<file path="config.mk">
export PLATFORM = sky130hd
export DESIGN_NAME = enc_quad_gen
export DESIGN_NICKNAME = d
export VERILOG_FILES = /design/src/rtl/enc_quad_gen.sv
export SDC_FILE = /design/constraint.sdc
export NUM_CORES = 1
export LEC_CHECK = 0
export CELL_PAD_IN_SITES_DETAIL_PLACEMENT = 0
export CELL_PAD_IN_SITES_GLOBAL_PLACEMENT = 1
export CORE_MARGIN = 4
export CORE_UTILIZATION = 44
export DETAILED_ROUTE_END_ITERATION = 6
export GPL_ROUTABILITY_DRIVEN = 0
export PLACE_DENSITY = 0.82
export SKIP_CTS_REPAIR_TIMING = 1
export SLEW_MARGIN = 20
export SYNTH_ARGS = -nofsm -noshare
export SYNTH_HDL_FRONTEND = slang
export SYNTH_SLANG_ARGS = --single-unit
</file>
<file path="constraint.sdc">
create_clock -name clk -period 4.6 [get_ports clk]
set_input_delay 0.92 -clock clk [delete_from_list [all_inputs] [get_ports clk]]
set_output_delay 0.92 -clock clk [all_outputs]
set_load 0.02 [all_outputs]
</file>
<file path="src/rtl/enc_quad_gen.sv">
// Quadrature encoder signal generator.
// Emits A/B quadrature edges spaced max(period_in,2) clocks apart, in the
// selected direction, for a counted run or continuously until stop.
module enc_quad_gen #(
  parameter int PW = 22,
  parameter int CW = 16
) (
  input  logic          clk,
  input  logic          reset,
  input  logic          start,
  input  logic          stop,
  input  logic [PW-1:0] period_in,
  input  logic          dir_in,
  input  logic [CW-1:0] num_edges,
  output logic          a,
  output logic          b,
  output logic          tick,
  output logic          busy,
  output logic          done,
  output logic [CW-1:0] edge_count
);

  typedef enum logic {IDLE, RUN} state_t;

  state_t        state;
  logic [PW-1:0] timer;
  logic [1:0]    phase;
  logic [CW-1:0] num_lat;

  logic [PW-1:0] p_eff;
  logic [1:0]    phase_nxt;
  logic [CW-1:0] cnt_nxt;
  logic          last_edge;

  // Gray-style phase to {a,b}: 00 -> 10 -> 11 -> 01, one bit flips per step.
  function automatic logic [1:0] ab_map(input logic [1:0] ph);
    case (ph)
      2'd0:    ab_map = 2'b00;
      2'd1:    ab_map = 2'b10;
      2'd2:    ab_map = 2'b11;
      default: ab_map = 2'b01;
    endcase
  endfunction

  // Periods below 2 would collapse edges together, so clamp to 2.
  assign p_eff     = (period_in < PW'(2)) ? PW'(2) : period_in;
  assign phase_nxt = dir_in ? phase - 2'd1 : phase + 2'd1;
  assign cnt_nxt   = edge_count + CW'(1);
  assign last_edge = (num_lat != '0) && (cnt_nxt == num_lat);

  // Run control, edge timer and registered A/B/status outputs.
  always_ff @(posedge clk or negedge reset) begin
    if (!reset) begin
      state      <= IDLE;
      timer      <= '0;
      phase      <= 2'd0;
      num_lat    <= '0;
      a          <= 1'b0;
      b          <= 1'b0;
      tick       <= 1'b0;
      busy       <= 1'b0;
      done       <= 1'b0;
      edge_count <= '0;
    end else begin
      tick <= 1'b0;
      done <= 1'b0;
      case (state)
        IDLE: begin
          // Phase is kept so a new run continues from the current levels.
          if (start && !stop) begin
            state      <= RUN;
            busy       <= 1'b1;
            timer      <= p_eff;
            edge_count <= '0;
            num_lat    <= num_edges;
          end
        end
        RUN: begin
          if (stop) begin
            // Stop beats a coincident timer expiry: no edge, levels hold.
            state <= IDLE;
            busy  <= 1'b0;
          end else if (timer == PW'(1)) begin
            phase      <= phase_nxt;
            {a, b}     <= ab_map(phase_nxt);
            tick       <= 1'b1;
            edge_count <= cnt_nxt;
            timer      <= p_eff;
            if (last_edge) begin
              done  <= 1'b1;
              state <= IDLE;
              busy  <= 1'b0;
            end
          end else begin
            timer <= timer - PW'(1);
          end
        end
        default: begin
          state <= IDLE;
          busy  <= 1'b0;
        end
      endcase
    end
  end

endmodule

</file>
==> flow_summary.toml <==
[global_routing]
gr-usage-all-layers_pct = 21.6
grt_pass1_vias = 3422
grt_pass1_wl_mm = 17.3
grt_start_max_net_pins = 42
antenna_found_initial = 1
gr-total-overflow = 0

[yosys]
syn_area_um2 = 3820
syn_area_per_cell_um2 = 8.87
yosysUniqueCellTypes = 58
yosysSeqAreaShare_pct = 40.6
ys_seq_elements = 62
syn_nets = 477
yosysMostFrequentCell = "dfrtp_1"
synth_ff_type = "dfrtp_1"
synth_area_leaders = "dfrtp_1, o21ai_0, mux2_2"
netlist_instances = 431
yosysTopAreaCellShare_pct = 40.6
yosys.area.top_type = "dfrtp_1"
yosysWarningCount = 0
synth_common_cells = "dfrtp_1, o21ai_0, nand2_1, nor3_1, nor2_1"
async_flop_share_pct = 100
synth_edf_count = 0

[finish]
fin_area_um2 = 4750
n_fill_cell = 775
finish.net_count = 531
final_util_pct = 57.0
n_antenna_cell = 0
area_delta_synth_final_pct = 24.4
drive_gt1_share_pct = 10.0

[setup_path]
start_kind = "flop"
reg2regPathDepth = 6
cp_num_buf_inv = 0
path_class = "reg2reg"
required_ps = 4850
cp_top_family = "simple AND/OR/NAND/NOR gates"
cp.arrival_ps = 3140
path_cells = "or4_4 -> nor3_2 -> nand4_1 -> nor2_1 -> nand2_1 -> o31ai_1"
crit_path_end_kind = "flop"
critical_path.slowest_cell = "nand4_1"
crit_cells = 6
cp_max_fo = 12
crit_path_max_incr_delay_ps = 600

[clock_tree]
cts_buffers = 9
cts_tree = "built"
cts_max_level = 3
cts_sinks = 62
clockRootBuffer = "clkbuf_8"
clk-insertion-delay-late_ps = 350
clockBufferDepth = 2
clkTransAtPathRegs_ps = 80

[routing]
drc = 0
viasPerCell = 6.08
drt_iter0_markers = 355
wirelength_mm = 10.6
postRouteAntennaNets = 0
dr.pass1.iters = 4
vias = 3619
wl_per_cell_um = 17.8

[floorplanning]
die_h_um = 101
fp-row-count = 33
fp.dieArea_um2 = 10200
ios = 64
coreArea_um2 = 8340
start_util_pct = 45.8
die_x_um = 101

[sta]
hold_violations = 0
max_slew_margin_pct = 47.1
rsz0062_at_grt = "no"
fin_worst_skew_ps = 13.5
drv_slew = 0
period_share_pct = 62.6
setup_tns_ps = 0
holdWs_ps = 484
max_clock_freq_mhz = 347
worst_pin_slew_ps = 794
min_period_ps = 2880
setup_viol = 0

[power]
ir_worst_vdd_uv = 256
total_power_uw = 1640
leakage_uw = 0.00179
p_per_area_nw_per_um2 = 344

[placed_design]
hpwl_mm = 7.67
dpl_cell_area_um2 = 4480
port-buffer-count = 63

[flow_run]
drv_cap = 0

[min_path]
holdPathStages = 2
hold_path_class = "reg2reg"

[outcome]
status = "finished, final reports clean"
-- final timing paths --
| check | startpoint | slack, ps | endpoint |
|---|---|---|---|
| max reg2reg | timer[13] | 1720 | edge_count[13] |
| min in group asynchronous | reset | 640 | timer[6] |
| max in group asynchronous | reset | 3070 | num_lat[14] |
| max | timer[13] | 1720 | edge_count[13] |
| min | a | 480 | a |
| min reg2reg | a | 480 | a |
-- routing by layer --
| metal | up-vias | global-route usage, % | wire, um |
|---|---|---|---|
| met5 | - | 0 | 13 |
| met4 | 2 | 5.83 | 154 |
| met3 | 20 | 5.44 | 749 |
| met2 | 119 | 31.6 | 4670 |
| met1 | 1753 | 31.7 | 4980 |
| li1 | 1725 | - | - |
-- through the flow --
step	worst slack (ps)	cells
3_3_place_gp	1710	579
3_5_place_dp	1680	579
5_1_grt	1470	595
6_report	1720	595
2_1_floorplan	2150	431
4_1_cts	1750	595
-- layout make-up --
cell class                      count  area, um2  share of cell area, %
Tap cell                          105        131                   2.76
Inverter                           11       41.3                  0.869
Timing Repair Buffer               68        663                   14.0
Clock inverter                      7        145                   3.05
Sequential cell                    62       1550                   32.6
Multi-Input combinational cell    333       2100                   44.1
Clock buffer                        9        124                   2.61
-- kinds of logic (layout without fill, tap and decap cells) --
| kind of cell | count (synthesis) | after routing | synth area share (%) |
|---|---|---|---|
| compound gates | 121 | 121 | 19.3 |
| xor+xnor | 24 | 24 | 5.50 |
| fa+ha+maj | 3 | 3 | 0.982 |
| buf+inv | 36 | 95 | 4.55 |
| flops | 62 | 62 | 40.6 |
| mux | 18 | 18 | 5.24 |
| simple gates | 167 | 167 | 23.8 |
-- power breakdown --
| part | total (uW) | switching, uW | internal (uW) |
|---|---|---|---|
| Sequential | 690 | 80.3 | 609 |
| Combinational | 291 | 146 | 145 |
| Clock | 655 | 238 | 417 |
| Total | 1640 | 465 | 1170 |
-- worst register-to-register path, cell delays in order, from the launching register on --
cell and delay (ps):
dfrtp_1 410, or4_4 590, nor3_2 330, nand4_1 600
nor2_1 460, nand2_1 170, o31ai_1 230
-- registers in the layout, summed over array words and instances, names as in the netlist --
signal and cells:
phase 2, edge_count 16, b 1, a 1
num_lat 16, busy 1, timer 22, state 1
done 1, tick 1
-- cell usage in the layout (no fill, tap or decap), drive strengths merged, types with 2 or more instances in the layout --
| cell type | n |
|---|---|
| a31o | 2 |
| ha | 3 |
| inv | 11 |
| o31ai | 11 |
| o2bb2ai | 4 |
| or4 | 5 |
| nand3 | 11 |
| a21oi | 22 |
| o21ai | 56 |
| a22o | 3 |
| a31oi | 3 |
| nor3b | 4 |
| nor3 | 30 |
| mux2i | 2 |
| clkdlybuf4s50 | 62 |
| a211oi | 2 |
| mux2 | 16 |
| xnor2 | 13 |
| and3 | 4 |
| o211ai | 2 |
| nor2 | 25 |
| nand2b | 4 |
| clkinv | 2 |
| xor2 | 11 |
| o2111ai | 2 |
| o22ai | 3 |
| nor2b | 5 |
| bufinv | 4 |
| a22oi | 5 |
| or3 | 4 |
| nor4 | 21 |
| nand4 | 10 |
| clkbuf | 9 |
| nand2 | 33 |
| and4 | 3 |
| dfrtp | 62 |
| or2 | 3 |
| buf | 6 |
Note: power is estimated with default switching activity, not from simulation.
